### src/rtl/ir_barcode_pwm_ctrl.sv
// PWM/sequencer front end for the IR/barcode LED driver macro.
// IR: symbol FIFO played out as a carrier envelope after a warm-up; barcode: prescaled PWM.
module ir_barcode_pwm_ctrl #(
    parameter int unsigned FIFO_DEPTH = 4,
    parameter int unsigned WARMUP_CYC = 64,
    parameter int unsigned BAR_PRESC  = 16
) (
    input  logic        clk,
    input  logic        rst_n,
    input  logic [7:0]  ir_car_period,
    input  logic [7:0]  ir_car_high,
    input  logic        sym_valid,
    output logic        sym_ready,
    input  logic [15:0] sym_data,
    output logic        ir_busy,
    input  logic        bar_req,
    input  logic [7:0]  bar_period,
    input  logic [7:0]  bar_duty,
    output logic        ir_pwm,
    output logic        irled_en,
    output logic        barcode_pwm,
    output logic        barcode_en
);
    localparam int unsigned AW = $clog2(FIFO_DEPTH);
    localparam int unsigned CW = $clog2(FIFO_DEPTH + 1);
    localparam int unsigned WW = (WARMUP_CYC > 1) ? $clog2(WARMUP_CYC) : 1;
    localparam int unsigned PW = (BAR_PRESC > 1) ? $clog2(BAR_PRESC) : 1;

    typedef enum logic [1:0] {IR_IDLE, IR_WARMUP, IR_PLAY} ir_state_e;

    logic [15:0]   mem [FIFO_DEPTH];
    logic [AW-1:0] wr_ptr, rd_ptr;
    logic [CW-1:0] cnt, cnt_n;
    logic          wr_en, pop;
    logic [15:0]   head;

    ir_state_e     st, st_n;
    logic [WW-1:0] wc, wc_n;
    logic [7:0]    cc, cc_n, per_l, per_n, high_l, high_n;
    logic [14:0]   dur, dur_n;
    logic          mark, mark_n;

    logic          b_act, b_act_n;
    logic [PW-1:0] pc, pc_n;
    logic [7:0]    tc, tc_n, bper, bper_n, bduty, bduty_n;

    assign wr_en = sym_valid && sym_ready;
    assign head  = mem[rd_ptr];
    assign cnt_n = cnt + CW'(wr_en) - CW'(pop);

    always_ff @(posedge clk) begin
        if (wr_en) mem[wr_ptr] <= sym_data;
    end

    always_ff @(posedge clk or negedge rst_n) begin
        if (!rst_n) begin
            wr_ptr    <= '0;
            rd_ptr    <= '0;
            cnt       <= '0;
            sym_ready <= 1'b1;
        end else begin
            if (wr_en) wr_ptr <= wr_ptr + AW'(1);
            if (pop)   rd_ptr <= rd_ptr + AW'(1);
            cnt       <= cnt_n;
            sym_ready <= (cnt_n != CW'(FIFO_DEPTH));
        end
    end

    always_comb begin
        st_n   = st;
        wc_n   = wc;
        cc_n   = cc;
        dur_n  = dur;
        mark_n = mark;
        per_n  = per_l;
        high_n = high_l;
        pop    = 1'b0;
        case (st)
            IR_IDLE: begin
                if (cnt != '0) begin
                    st_n   = IR_WARMUP;
                    wc_n   = '0;
                    per_n  = ir_car_period;
                    high_n = ir_car_high;
                end
            end
            IR_WARMUP: begin
                if (wc == WW'(WARMUP_CYC - 1)) begin
                    pop    = 1'b1;
                    st_n   = IR_PLAY;
                    cc_n   = '0;
                    mark_n = head[15];
                    dur_n  = (head[14:0] == '0) ? 15'd1 : head[14:0];
                end else begin
                    wc_n = wc + WW'(1);
                end
            end
            IR_PLAY: begin
                if (cc == per_l) begin
                    cc_n = '0;
                    if (dur == 15'd1) begin
                        if (cnt != '0) begin
                            pop    = 1'b1;
                            mark_n = head[15];
                            dur_n  = (head[14:0] == '0) ? 15'd1 : head[14:0];
                        end else begin
                            st_n   = IR_IDLE;
                            mark_n = 1'b0;
                            dur_n  = '0;
                        end
                    end else begin
                        dur_n = dur - 15'd1;
                    end
                end else begin
                    cc_n = cc + 8'd1;
                end
            end
            default: st_n = IR_IDLE;
        endcase
    end

    // Enable/busy stay up one cycle past PLAY so they cover the registered ir_pwm of the last cycle.
    always_ff @(posedge clk or negedge rst_n) begin
        if (!rst_n) begin
            st       <= IR_IDLE;
            wc       <= '0;
            cc       <= '0;
            dur      <= '0;
            mark     <= 1'b0;
            per_l    <= '0;
            high_l   <= '0;
            ir_pwm   <= 1'b0;
            irled_en <= 1'b0;
            ir_busy  <= 1'b0;
        end else begin
            st       <= st_n;
            wc       <= wc_n;
            cc       <= cc_n;
            dur      <= dur_n;
            mark     <= mark_n;
            per_l    <= per_n;
            high_l   <= high_n;
            ir_pwm   <= (st == IR_PLAY) && mark && (cc < high_l);
            irled_en <= (st_n != IR_IDLE) || (st == IR_PLAY);
            ir_busy  <= (st_n != IR_IDLE) || (st == IR_PLAY);
        end
    end

    always_comb begin
        b_act_n = b_act;
        pc_n    = pc;
        tc_n    = tc;
        bper_n  = bper;
        bduty_n = bduty;
        if (!b_act) begin
            pc_n = '0;
            tc_n = '0;
            if (bar_req) begin
                b_act_n = 1'b1;
                bper_n  = bar_period;
                bduty_n = bar_duty;
            end
        end else if (pc == PW'(BAR_PRESC - 1)) begin
            pc_n = '0;
            if (tc == bper) begin
                tc_n = '0;
                if (bar_req) begin
                    bper_n  = bar_period;
                    bduty_n = bar_duty;
                end else begin
                    b_act_n = 1'b0;
                end
            end else begin
                tc_n = tc + 8'd1;
            end
        end else begin
            pc_n = pc + PW'(1);
        end
    end

    always_ff @(posedge clk or negedge rst_n) begin
        if (!rst_n) begin
            b_act       <= 1'b0;
            pc          <= '0;
            tc          <= '0;
            bper        <= '0;
            bduty       <= '0;
            barcode_en  <= 1'b0;
            barcode_pwm <= 1'b0;
        end else begin
            b_act       <= b_act_n;
            pc          <= pc_n;
            tc          <= tc_n;
            bper        <= bper_n;
            bduty       <= bduty_n;
            barcode_en  <= b_act_n;
            barcode_pwm <= b_act_n && (tc_n < bduty_n);
        end
    end
endmodule

### config.mk
export PLATFORM = sky130hd
export DESIGN_NAME = ir_barcode_pwm_ctrl
export DESIGN_NICKNAME = d
export VERILOG_FILES = /design/src/rtl/ir_barcode_pwm_ctrl.sv
export SDC_FILE = /design/constraint.sdc
export NUM_CORES = 1
export LEC_CHECK = 0
export ABC_CLOCK_PERIOD_IN_PS = 5650
export BUFFER_PORTS_ARGS = -buffer_cell sky130_fd_sc_hd__buf_2
export CORE_UTILIZATION = 40
export DETAILED_ROUTE_END_ITERATION = 8
export MAX_ROUTING_LAYER = met4
export PLACE_DENSITY = 0.62
export SYNTH_ARGS = -nofsm -noshare
export SYNTH_HDL_FRONTEND = slang
export SYNTH_SLANG_ARGS = --single-unit
### constraint.sdc
create_clock -name clk -period 5.65 [get_ports clk]
set_input_delay 0.565 -clock clk [delete_from_list [all_inputs] [get_ports clk]]
set_output_delay 0.565 -clock clk [all_outputs]
set_load 0.05 [all_outputs]
==> Yosys cells after proc, flatten, opt, wreduce, memory -nomap -nowiden <==
Memories as Yosys holds them, arrays and structs flattened.
Index checks and enable logic that the tools add are counted.
{ "totals": {"register_bits": 88, "ramBits": 64, "in_bits": 52, "output_inout_bits": 6, "memories": 1} }
{ "op_classes": {"addsub": 9, "order_cmp": 2, "eq_ne": 15, "muxes": 47, "reduce_logical": 17} }
{ "memory_table": {"columns": ["name", "depth", "word_bits", "read_ports", "rd_ports_with_merged_regs", "wr", "line", "text"], "rows": [
  ["mem", 4, 16, 1, 0, 1, "31", "logic [15:0] mem [FIFO_DEPTH];"]
]} }
{ "op_table": {"columns": ["op", "count"], "rows": [
  ["8-bit two-way mux", 13],
  ["15-bit two-way mux", 5],
  ["15-bit one-hot mux with 2 select lines", 1],
  ["8-bit by 1-bit adder with 8-bit output (second input constant)", 2],
  ["8-bit == test", 2],
  ["8-bit < comparator", 2],
  ["8-bit one-hot mux with 2 select lines", 1],
  ["15-bit by 1-bit == test with 1-bit output (second input constant)", 1],
  ["15-bit zero test", 1],
  ["15-bit by 1-bit subtractor with 15-bit output (second input constant)", 1],
  ["1-bit two-way mux", 14],
  ["6-bit two-way mux", 2],
  ["6-bit one-hot mux with 2 select lines", 1],
  ["2-bit two-way mux", 5],
  ["2-bit != test (second input constant)", 5],
  ["4-bit two-way mux", 2],
  ["6-bit by 1-bit adder with 6-bit output (second input constant)", 1],
  ["6-bit == test (second input constant)", 1],
  ["2-bit one-hot mux with 3 select lines", 1],
  ["2-bit AND reduction", 3],
  ["3-bit AND reduction", 2],
  ["2-bit nonzero test", 3],
  ["2-bit by 1-bit adder with 2-bit output (second input constant)", 2],
  ["4-bit by 1-bit adder with 4-bit output (second input constant)", 1],
  ["13 further kinds", 18]
]} }

==> Logic depth before layout (Yosys ltp) <==
{ "depth": {"word_depth": 7, "depth_mapped": 13} }

==> Worst setup path before layout <==
Ideal clock, no wire load.
{ "synth_timing": {"path_type": "register -> register", "start": "register cc[4]", "end": "register sym_ready", "setup_ps": 83, "arrival_time_ps": 2565, "t_required_ps": 5567, "slack_ps": 3002, "path_stages_with_launch": 12, "n_path_buf": 0, "synth_period_minus_slack_ps": 2648, "path_cell_list": "dfrtp_1 > xor2_1 > nor4_1 > nand2_1 > nor4_1 > o21a_1 > ha_1 > inv_1 > ha_1 > fa_1 > nor2_1 > nand2_1"} }
{ "synth_via": {"elab_chain_len": 5} }
{ "synth_lines": {"columns": ["element", "line", "text"], "rows": [
  ["start: declaration", "39", "logic [7:0] cc, cc_n, per_l, per_n, high_l, high_n;"],
  ["start signal: assignment", "138", "cc <= cc_n;"],
  ["8-bit == test", "99", "if (cc == per_l) begin"],
  ["1-bit two-way mux", "99", null],
  ["1-bit one-hot mux with 2 select lines", "78", "case (st)"],
  ["net pop", "34", "logic wr_en, pop;"],
  ["3-bit by 1-bit subtractor with 3-bit output", "49", "assign cnt_n = cnt + CW'(wr_en) - CW'(pop);"],
  ["net cnt_n[1]", "33", "logic [CW-1:0] cnt, cnt_n;"],
  ["3-bit != test", "65", "sym_ready <= (cnt_n != CW'(FIFO_DEPTH));"],
  ["end signal: assignment", "65", null],
  ["end: declaration", "13", "output logic sym_ready,"]
]} }
The timed path passes the listed nets, and every way through them passes these cells.
A chain may end at the register's enable or synchronous reset.

==> Worst setup path after layout <==
{ "layout_timing": {"start": "register tc[0]", "end": "register barcode_pwm"} }
{ "layout_via": {"elab_chain_len": 6, "word_cells_on_any_way": 13, "classes_between": "1 x add/sub; 1 x order compare; 1 x eq/ne; 9 x mux; 1 x reduce/logical"} }
{ "layout_lines": {"columns": ["element", "line", "text"], "rows": [
  ["start: declaration", "45", "logic [7:0] tc, tc_n, bper, bper_n, bduty, bduty_n;"],
  ["start signal: assignment", "193", "tc <= tc_n;"],
  ["8-bit by 1-bit adder with 8-bit output / 8-bit == test (equally long branches)", "174, 165", null],
  ["8-bit two-way mux", "165", "if (tc == bper) begin"],
  ["8-bit two-way mux", "163", "end else if (pc == PW'(BAR_PRESC - 1)) begin"],
  ["8-bit two-way mux", "155", "if (!b_act) begin"],
  ["8-bit < comparator", "197", "barcode_pwm <= b_act_n && (tc_n < bduty_n);"],
  ["1-bit logical AND (*)", "197", null],
  ["end signal: assignment", "197", null],
  ["end: declaration", "21", "output logic barcode_pwm,"]
]} }
Every way passes the cells marked *; elsewhere a longest branch is shown, timed or not.

==> impl_metrics.ini <==
[floorplan]
rows = 49
io_pins = 58
die_area_sq_um = 18830
initial_core_util_pct = 40.72
core_sq_um = 17960
die-width_um = 137.2
fp.dieH_um = 137.2

[grt]
gr-total-overflow = 0
grt_pass1_vias = 4854
grt_pass1_wl_um = 24270
grt_use_total_pct = 17.59
antenna_found_initial = 0
grt_max_degree = 75

[pwr]
p_per_area_nw_per_um2 = 350.6
ir_worst_vdd_mv = 0.2394
leakagePower_nw = 3.548
power_mw = 2.946

[cts]
ctsResizeCount = 0
cts.htree.levels = 4
insertion_delay_ns = 0.44
post_cts_buffers = 0
cts.clk_slew.worst_paths_ns = 0.07
root_buffer = clkbuf_16
numClockSinks = 152
cts_tree = yes
cts_made_buffers = 17
ctsHoldBuffers = 1
clockBufferDepth = 2

[timing]
worst_clock_skew_ns = 0.01940
setup_viol_count_final = 0
fin_crit_ns = 3.944
min_period_over_period_pct = 69.80
setup_slack_ns = 1.706
fmax_mhz = 253.6
tightestPinTransition_ns = 1.029
hold_ws_ns = 0.3322
slew_viol_final = 0
tns_ns = 0
finalHoldViolCount = 0
slew_headroom_pct = 30.41
rsz0062_at_grt = false

[yosys]
synthTopCellsByCount = dfrtp_1 (87), edfxtp_1 (64), nand2_1 (36)
netlist.area_leader.share_pct = 29.76
async_flop_share_pct = 57.89
synth_nets = 644
synth.distinct_cells = 68
synth_most_common_cell = dfrtp_1
ys_top_cells_by_area = dfrtp_1 (30%), edfxtp_1 (26%), mux2_2 (5.2%)
netlist_area_sq_um = 7315
synth_edf_count = 64
synth_cells = 561
synth.avg_cell_area_sq_um = 13.04
synth-warning-count = 0
synthFlopType = dfrtp_1
ys_ff_latch = 152
yosys.area.top_type = dfrtp_1
yosysSeqAreaShare_pct = 56.40

[setup_path]
critPathSlowestCell = nand2_1
end_kind = flip-flop
critPathMaxStageDelay_ns = 0.78
worstPathMaxFanout = 23
crit_type = reg -> reg
required_ns = 5.99
worstPathArrival_ns = 4.28
cp_cell_sequence = xor2_1 > nor4_1 > nand2_1 > o21ai_1 > nand2_1 > mux2i_1 > ha_1 > a21o_1 > a21oi_1 > o21ai_0 > a21o_1 > a211oi_1
start_kind = flip-flop
crit_buf_inv = 0
cpLargestDelayFamily = compound AO/OA/AOI/OAI gates

[layout]
fin_util_pct = 46.78
synthToLayoutAreaGrowth_pct = 14.88
fillers = 1622
antenna_cells = 0
ff_latch_area_sq_um = 4125
post_route_cells_drive_above_1_share_pct = 21.45
multiInputGateArea_sq_um = 3008
nets = 704

[place]
dp_slack_ns = 1.672
hpwl_um = 10010
portBuffers = 57
place.gp.congestion = 0.8399

[routing]
drt_wl_total_um = 14630
drt_first_pass_iters = 5
route.detailed.drc = 0
wl_per_cell_um = 16.95
drtAntennaViolNets = 0
via_count = 4711
vias_per_cell = 5.459
first_iter_violations = 292

[job]
cap_violations = 0

[outcome]
outcome = complete, no violations

[worst_hold_path]
hp-class = in -> reg
## area by class of cell
type	instances	share of cell area, %
Tap cell	229	3.410
Clock buffer	17	5.063
Timing Repair Buffer	59	3.633
Clock inverter	15	2.114
Inverter	20	0.8934
Multi-Input combinational cell	371	35.80
Sequential cell	152	49.09
## metal layers
layer | wire [um] | GRT usage, %
met1 | 6522 | 21.23
met2 | 7293 | 28.34
met3 | 616 | 4.709
met4 | 195 | 6.410
met5 | 0 | -
## placed cells by master, fill, tap and decap left out, drive strengths merged, types with 4 or more instances in the layout
cell	n
ha	30
clkbuf	17
xor2	26
mux2i	7
nand4	9
nor4	12
clkinv	8
xnor2	6
o211ai	6
mux4	16
o21ai	36
nor3	9
buf	58
mux2	34
a21oi	14
and3	12
and2	4
dfrtp	87
nand2b	4
a21boi	4
a21o	5
o311ai	4
nor2	30
edfxtp	64
nand3	22
nand2	36
inv	26
## path summary, 6_finish.rpt
kind | startpoint | endpoint | slack (ns) | cells after the start
min | sym_data[3] | mem[2][3] | 0.33 | 1
max reg2reg | tc[0] | barcode_pwm | 1.71 | 12
min in group asynchronous | rst_n | high_l[3] | 0.53 | 2
max in group asynchronous | rst_n | bduty[4] | 3.91 | 3
max | tc[0] | barcode_pwm | 1.71 | 12
min reg2reg | mark | mark | 0.50 | 1
## flip-flops by register name, indices dropped and copies added, names as in the netlist, 2 cells and up
name,count
per_l,8
bper,8
wr_ptr,2
high_l,8
rd_ptr,2
cnt,3
st,2
pc,4
bduty,8
wc,6
cc,8
mem,64
tc,8
dur,15
## worst reg2reg max path: stages (launching register included)
cell,delay (ns)
dfrtp_1,0.44
xor2_1,0.18
nor4_1,0.32
nand2_1,0.12
o21ai_1,0.57
nand2_1,0.79
mux2i_1,0.39
ha_1,0.28
a21o_1,0.18
a21oi_1,0.16
o21ai_0,0.10
a21o_1,0.18
a211oi_1,0.15
## cells by family (layout without fill, tap and decap cells)
group / after synthesis / count (layout) / share of synthesized area (%)
AND/OR/NAND/NOR: 155 / 155 / 11.17
flip-flops: 152 / 152 / 56.40
AO/OA/AOI/OAI: 96 / 96 / 8.878
multiplexers: 57 / 57 / 11.84
buffers and inverters: 38 / 111 / 2.480
XOR/XNOR: 32 / 32 / 3.832
adder cells (fa/ha/maj): 31 / 31 / 5.405
## power by group
part / switching [mW] / leakage, nW / internal [mW]
Sequential: 0.0850 / 1.69 / 1.33
Clock: 0.530 / 0.290 / 0.596
Combinational: 0.230 / 1.56 / 0.173
Total: 0.845 / 3.55 / 2.10
## stage by stage
| stage | std cells | cell area (sq um) |
|---|---|---|
| 3_5_place_dp | 830 | 7790 |
| 2_1_floorplan | 561 | 7315 |
| 3_3_place_gp | 830 | 7790 |
| 6_report | 863 | 8403 |
| 4_1_cts | 863 | 8403 |
| 5_1_grt | 863 | 8403 |
Note: power is estimated with default switching activity, not from simulation.
